==> src/rtl/main_mips_top.sv <==
// main_mips_top: tiny single-cycle 16-bit MIPS-like CPU with run/halt/step control.
//   _fsm  : run/halt/single-step controller, produces the execute enable
//   _mips : core wrapper around the datapath (_main: _im, _rf, _dm)
// Ports:
//   clk      in   clock, all state changes on posedge
//   rst      in   synchronous active-high reset
//   change   in   run/halt toggle request (rising edge acts)
//   step     in   single-step request (rising edge acts, only while halted)
//   pc_out   out  current pc (10 bits)
//   running  out  1 = free-running mode

// Control FSM. Edge detection uses registered copies of change/step; a
// detected edge only alters state/step_pulse, so the edge cycle itself
// executes according to the mode that was already in force.
module mips_fsm (
    input  logic clk,
    input  logic rst,
    input  logic change,
    input  logic step,
    output logic running,
    output logic en
);
    typedef enum logic [1:0] {HALT = 2'b00, RUN = 2'b01} state_t;

    state_t state;
    logic   prev_change, state_step, step_pulse;
    logic   change_rise, step_rise;

    assign change_rise = change & ~prev_change;
    assign step_rise   = step & ~state_step;
    assign en          = running | step_pulse;

    always_ff @(posedge clk) begin
        if (rst) begin
            state       <= HALT;
            prev_change <= 1'b0;
            state_step  <= 1'b0;
            step_pulse  <= 1'b0;
            running     <= 1'b0;
        end else begin
            prev_change <= change;
            state_step  <= step;
            // change wins over a same-cycle step edge
            step_pulse  <= (state == HALT) && step_rise && !change_rise;
            if (change_rise) begin
                state   <= (state == HALT) ? RUN : HALT;
                running <= (state == HALT);
            end
        end
    end
endmodule

// Instruction memory. Contents are not reset; the load port lets a
// loader (or the tie-off in the datapath) own the storage.
module mips_im #(
    parameter int DW = 16,
    parameter int IM_DEPTH = 64
) (
    input  logic                        clk,
    input  logic                        we,
    input  logic [$clog2(IM_DEPTH)-1:0] waddr,
    input  logic [DW-1:0]               wdata,
    input  logic [$clog2(IM_DEPTH)-1:0] addr,
    output logic [DW-1:0]               instr
);
    logic [DW-1:0] prog [IM_DEPTH];

    always_ff @(posedge clk)
        if (we) prog[waddr] <= wdata;

    assign instr = prog[addr];
endmodule

// 4-entry register file, three combinational read ports, one write port.
module mips_rf #(
    parameter int DW = 16
) (
    input  logic          clk,
    input  logic          rst,
    input  logic          we,
    input  logic [1:0]    wa,
    input  logic [DW-1:0] wd,
    input  logic [1:0]    ra, rb, rc,
    output logic [DW-1:0] va, vb, vc
);
    logic [DW-1:0] r [4];

    always_ff @(posedge clk) begin
        if (rst) begin
            for (int i = 0; i < 4; i++) r[i] <= '0;
        end else if (we) begin
            r[wa] <= wd;
        end
    end

    assign va = r[ra];
    assign vb = r[rb];
    assign vc = r[rc];
endmodule

// Data memory: combinational read, posedge write.
module mips_dm #(
    parameter int DW = 16,
    parameter int DM_DEPTH = 64
) (
    input  logic                        clk,
    input  logic                        rst,
    input  logic                        we,
    input  logic [$clog2(DM_DEPTH)-1:0] addr,
    input  logic [DW-1:0]               wd,
    output logic [DW-1:0]               rd
);
    logic [DW-1:0] r [DM_DEPTH];

    always_ff @(posedge clk) begin
        if (rst) begin
            for (int i = 0; i < DM_DEPTH; i++) r[i] <= '0;
        end else if (we) begin
            r[addr] <= wd;
        end
    end

    assign rd = r[addr];
endmodule

// Single-cycle datapath: fetch, decode, execute and write back in one clock.
module mips_datapath #(
    parameter int DW = 16,
    parameter int IM_DEPTH = 64,
    parameter int DM_DEPTH = 64
) (
    input  logic       clk,
    input  logic       rst,
    input  logic       en,
    output logic [9:0] pc
);
    localparam int IAW = $clog2(IM_DEPTH);
    localparam int DAW = $clog2(DM_DEPTH);

    logic [DW-1:0]  instr, va, vb, vc, dm_rd, rf_wd;
    logic [3:0]     op;
    logic [1:0]     fa, fb, fc;
    logic [5:0]     imm;
    logic [DW-1:0]  simm, zimm;
    logic [DAW-1:0] dm_addr;
    logic           rf_we, dm_we;
    logic [9:0]     pc_nxt;

    assign op   = instr[15:12];
    assign fa   = instr[11:10];
    assign fb   = instr[9:8];
    assign fc   = instr[7:6];
    assign imm  = instr[5:0];
    assign simm = {{(DW-6){imm[5]}}, imm};
    assign zimm = {{(DW-6){1'b0}}, imm};
    // only the low address bits reach memory, so add in that width
    assign dm_addr = vb[DAW-1:0] + simm[DAW-1:0];

    mips_im #(.DW(DW), .IM_DEPTH(IM_DEPTH)) _im (
        .clk(clk), .we(1'b0), .waddr('0), .wdata('0),
        .addr(pc[IAW-1:0]), .instr(instr)
    );

    mips_rf #(.DW(DW)) _rf (
        .clk(clk), .rst(rst), .we(rf_we & en), .wa(fa), .wd(rf_wd),
        .ra(fa), .rb(fb), .rc(fc), .va(va), .vb(vb), .vc(vc)
    );

    mips_dm #(.DW(DW), .DM_DEPTH(DM_DEPTH)) _dm (
        .clk(clk), .rst(rst), .we(dm_we & en), .addr(dm_addr),
        .wd(va), .rd(dm_rd)
    );

    always_comb begin
        rf_we  = 1'b0;
        rf_wd  = '0;
        dm_we  = 1'b0;
        pc_nxt = pc + 10'd1;
        case (op)
            4'b0000: begin
                if (imm == 6'd0) begin
                    rf_we = 1'b1; rf_wd = vb + vc;
                end else if (imm == 6'd1) begin
                    rf_we = 1'b1; rf_wd = vb - vc;
                end
            end
            4'b0001: begin rf_we = 1'b1; rf_wd = vb + simm; end
            4'b0010: begin rf_we = 1'b1; rf_wd = vb + zimm; end
            4'b0011: begin rf_we = 1'b1; rf_wd = dm_rd;     end
            4'b0100: dm_we = 1'b1;
            4'b0101: if (va == vb) pc_nxt = pc + 10'd1 + simm[9:0];
            4'b0110: pc_nxt = instr[9:0];
            default: ;
        endcase
    end

    always_ff @(posedge clk) begin
        if (rst)     pc <= '0;
        else if (en) pc <= pc_nxt;
    end
endmodule

// Core wrapper: the gated datapath.
module mips_core #(
    parameter int DW = 16,
    parameter int IM_DEPTH = 64,
    parameter int DM_DEPTH = 64
) (
    input  logic       clk,
    input  logic       rst,
    input  logic       en,
    output logic [9:0] pc
);
    mips_datapath #(.DW(DW), .IM_DEPTH(IM_DEPTH), .DM_DEPTH(DM_DEPTH)) _main (
        .clk(clk), .rst(rst), .en(en), .pc(pc)
    );
endmodule

module main_mips_top #(
    parameter int DW = 16,
    parameter int IM_DEPTH = 64,
    parameter int DM_DEPTH = 64
) (
    input  logic       clk,
    input  logic       rst,
    input  logic       change,
    input  logic       step,
    output logic [9:0] pc_out,
    output logic       running
);
    logic en;

    mips_fsm _fsm (
        .clk(clk), .rst(rst), .change(change), .step(step),
        .running(running), .en(en)
    );

    mips_core #(.DW(DW), .IM_DEPTH(IM_DEPTH), .DM_DEPTH(DM_DEPTH)) _mips (
        .clk(clk), .rst(rst), .en(en), .pc(pc_out)
    );
endmodule

==> config.mk <==
export PLATFORM = sky130hd
export DESIGN_NAME = main_mips_top
export DESIGN_NICKNAME = d
export VERILOG_FILES = /design/src/rtl/main_mips_top.sv
export SDC_FILE = /design/constraint.sdc
export NUM_CORES = 1
export LEC_CHECK = 0
export ABC_CLOCK_PERIOD_IN_PS = 1890
export BUFFER_PORTS_ARGS = -buffer_cell sky130_fd_sc_hd__buf_2
export CORE_AREA = 10 10 47 49
export DETAILED_ROUTE_END_ITERATION = 6
export DIE_AREA = 0 0 57 59
export PLACE_DENSITY = 0.78
export SLEW_MARGIN = 20
export SYNTH_ARGS = -nofsm -noshare
export SYNTH_HDL_FRONTEND = slang
export SYNTH_SLANG_ARGS = --single-unit
==> constraint.sdc <==
create_clock -name clk -period 1.89 [get_ports clk]
set_input_delay 0.4725 -clock clk [delete_from_list [all_inputs] [get_ports clk]]
set_output_delay 0.4725 -clock clk [all_outputs]
set_load 0.01 [all_outputs]
==> impl_metrics.csv <==
group,metric,value,unit
placed_design,buffer_ports.inserted,14,
layout,antenna_cells,0,
setup_path,crit_end,"_mips._main.pc[8]",
detailed_routing,vias_per_cell,5.29,
power_and_ir_drop,internal-power,0.443,mW
global_routing,overflow,0,
yosys,postSynthCellCount,59,
sta,max_slew.worst_pin.slew,0.344,ns
yosys,synth-compound-area-share,20.3,%
yosys,ys_seq_area_share,48.4,%
detailed_routing,drtIter0Drc,0,
yosys,syn_area_per_cell,9.82,µm²
clock_network,insertion_delay,0.28,ns
clock_network,cts-hold-fix-buffers,0,
power_and_ir_drop,powerDensity,840,nW/µm²
setup_path,worstPathMaxFanout,4,
yosys,synth_seq_cells,14,
global_routing,grt_max_degree,14,
sta,slew_violations,0,
power_and_ir_drop,p_switching,0.140,mW
die,core-area,1400,µm²
layout,drive_gt1_share,26.7,%
clock_network,cts_root_buf,"clkbuf_4",
die,die_x,57,µm
min_path,min_path_type,"in2reg",
global_routing,track_usage,7.86,%
die,dieArea,3360,µm²
sta,min_period,1.49,ns
setup_path,worstSetupPathType,"reg2reg",
yosys,synth_common_cells,"14 x dfxtp_1, 6 x a21oi_1, 6 x nor2_1",
sta,min_period_over_period,79.1,%
sta,setup_tns,0,ns
power_and_ir_drop,clkPwrFrac,37.4,%
sta,final.setup.worst_slack,0.396,ns
power_and_ir_drop,comb_power_share,7.0,%
global_routing,grt_pass1_vias,489,
power_and_ir_drop,ir_worst_vdd,539,µV
sta,relSlewSlack,77.1,%
run_status,status,"finished clean",
sta,max_freq,669,MHz
setup_path,crit_arrival,1.72,ns
yosys,ys.flop_type,"dfxtp_1",
yosys,synth_area_leaders,"dfxtp_1 48%, xor2_1 6.0%, a21oi_1 5.2%",
sta,fin_hold_ws,0.404,ns
clock_network,clock_sinks,14,
global_routing,antenna_found_initial,0,
clock_network,post_cts_resized,0,
yosys,yosys.area_share.simple,19.0,%
yosys,async_flop_share,0,%
layout,final.fill_count,141,
sta,setup_viol,0,
yosys,yosysTopAreaCell,"dfxtp_1",
yosys,synth_fp_nets,64,
yosys,synthXorXnorAreaFrac,7.56,%
die,rows,14,
setup_path,required,2.11,ns
power_and_ir_drop,seq_power_share,55.6,%
clock_network,clk_path_buf_depth,2,
die,die_h,59,µm
yosys,synth_most_common_cell,"dfxtp_1",
die,initial_core_util,41.3,%
setup_path,rr_worst_depth,4,
clock_network,cts_buffers,3,
yosys,synth_top_area_share,48.4,%
detailed_routing,wl_per_cell,13.5,µm
detailed_routing,drc,0,
clock_network,cts_max_level,1,
clock_network,clk_pin_slew,0.08,ns
placed_design,pre_cts_slack,0.419,ns
yosys,netlist_area,579,µm²
yosys,synthMuxAreaShare,0,%
power_and_ir_drop,total_leakage_power,0.268,nW
detailed_routing,wl,1220,µm
setup_path,regToRegSetupSlack,0.40,ns
detailed_routing,vias,481,
layout,final_net_count,81,
clock_network,postCtsSetupBuffers,0,
setup_path,end_kind,"register",
yosys,synth-edff-count,0,
detailed_routing,first_pass_iters,1,
yosys,yosysUniqueCellTypes,21,
run,maxCapViolCount,0,
setup_path,startpoint_type,"register",
detailed_routing,postRouteAntennaNets,0,
placed_design,gp_congestion,0.744,
yosys,ys_warn_count,0,
setup_path,timing.rr.end,"_mips._main.pc[8]",
yosys,synth_adder_area_share,2.16,%
sta,rsz0062_at_grt,"no",
sta,fin_skew,0.000968,ns
clock_network,cts_tree,"done",
power_and_ir_drop,total_power,0.583,mW
global_routing,grt_pass1_wl,2100,µm
sta,final-hold-violation-count,0,
setup_path,r2r_start,"_mips._main.pc[0]",
power_and_ir_drop,switching_share,24.0,%
yosys,synth_top_family_by_area,"compound AO/OA/AOI/OAI gates",
layout,area_growth,19.9,%
setup_path,crit_path_start,"_mips._main.pc[0]",
die,ioPinCount,15,
-- cells by family after synthesis --
group                    after synthesis
AO/OA/AOI/OAI                         16
XOR/XNOR                               5
adder cells (fa/ha/maj)                1
buffers and inverters                  3
flip-flops                            14
AND/OR/NAND/NOR                       20
-- cells in the final DEF (no fill, tap or decap), types with 3 or more instances in the layout --
master / n
dfxtp_1: 14
buf_2: 14
nor2_1: 6
a21oi_1: 6
xor2_1: 4
o31ai_1: 4
or4_1: 4
nor2b_1: 3
o21ai_0: 3
nand2_1: 3
clkbuf_4: 3
-- power by group through the flow --
stage / registers, mW / clock network (mW) / logic, mW
after detailed placement: 0.331 / 0 / 0.0414
final: 0.324 / 0.218 / 0.0408
after CTS: 0.324 / 0.225 / 0.0417
after global routing: 0.327 / 0.242 / 0.0479
after floorplan: 0.329 / 0 / 0.0298
after global placement: 0.330 / 0 / 0.0411
-- worst min-delay path by stage --
| stage | from | to | slack [ns] | depth (start not counted) |
|---|---|---|---|---|
| 3_5_place_dp | _fsm.state_step | _fsm.step_pulse | 0.39 | 1 |
| 3_3_place_gp | _fsm.state_step | _fsm.step_pulse | 0.39 | 1 |
| 2_1_floorplan | _fsm.state_step | _fsm.step_pulse | 0.38 | 1 |
| 6_report | change | _fsm.prev_change | 0.40 | 2 |
| 5_1_grt | _fsm.state_step | _fsm.step_pulse | 0.44 | 1 |
| 4_1_cts | change | _fsm.prev_change | 0.40 | 2 |
-- layer usage --
layer,up-vias,routed length (µm),part of all wire [%],global-route usage (%)
li1,247,-,-,-
met1,219,502,41,7.22
met2,12,593,48,13.0
met3,3,111,9.1,5.36
met4,0,16,1.3,4.03
met5,-,0,0,0
-- worst max-delay path: stages (launching register included) --
cell and delay (ns):
dfxtp_1 0.43, ha_1 0.22, o211ai_1 0.15, or4_1 0.49
a21oi_1 0.15
-- metrics by stage --
step | utilization (%) | std cells | cell area [µm²]
after floorplan | - | 59 | 579
after global placement | 47.0 | 87 | 658
after detailed placement | 47.0 | 87 | 658
after CTS | 49.6 | 91 | 694
after global routing | 49.6 | 91 | 694
final | 49.6 | 91 | 694
-- sequential cells by signal, summed over array words and instances (netlist names) --
signal and flops:
_fsm.prev_change 1, _fsm.running 1, _fsm.state_step 1, _fsm.step_pulse 1, _mips._main.pc 10
-- final cells by class --
type / count / area (µm²) / area share (%)
Sequential cell: 14 / 280 / 40.4
Clock buffer: 4 / 36.3 / 5.23
Timing Repair Buffer: 14 / 70.1 / 10.1
Tap cell: 16 / 20.0 / 2.88
Inverter: 1 / 3.75 / 0.541
Multi-Input combinational cell: 42 / 284 / 40.9
Note: power is estimated with default switching activity, not from simulation.
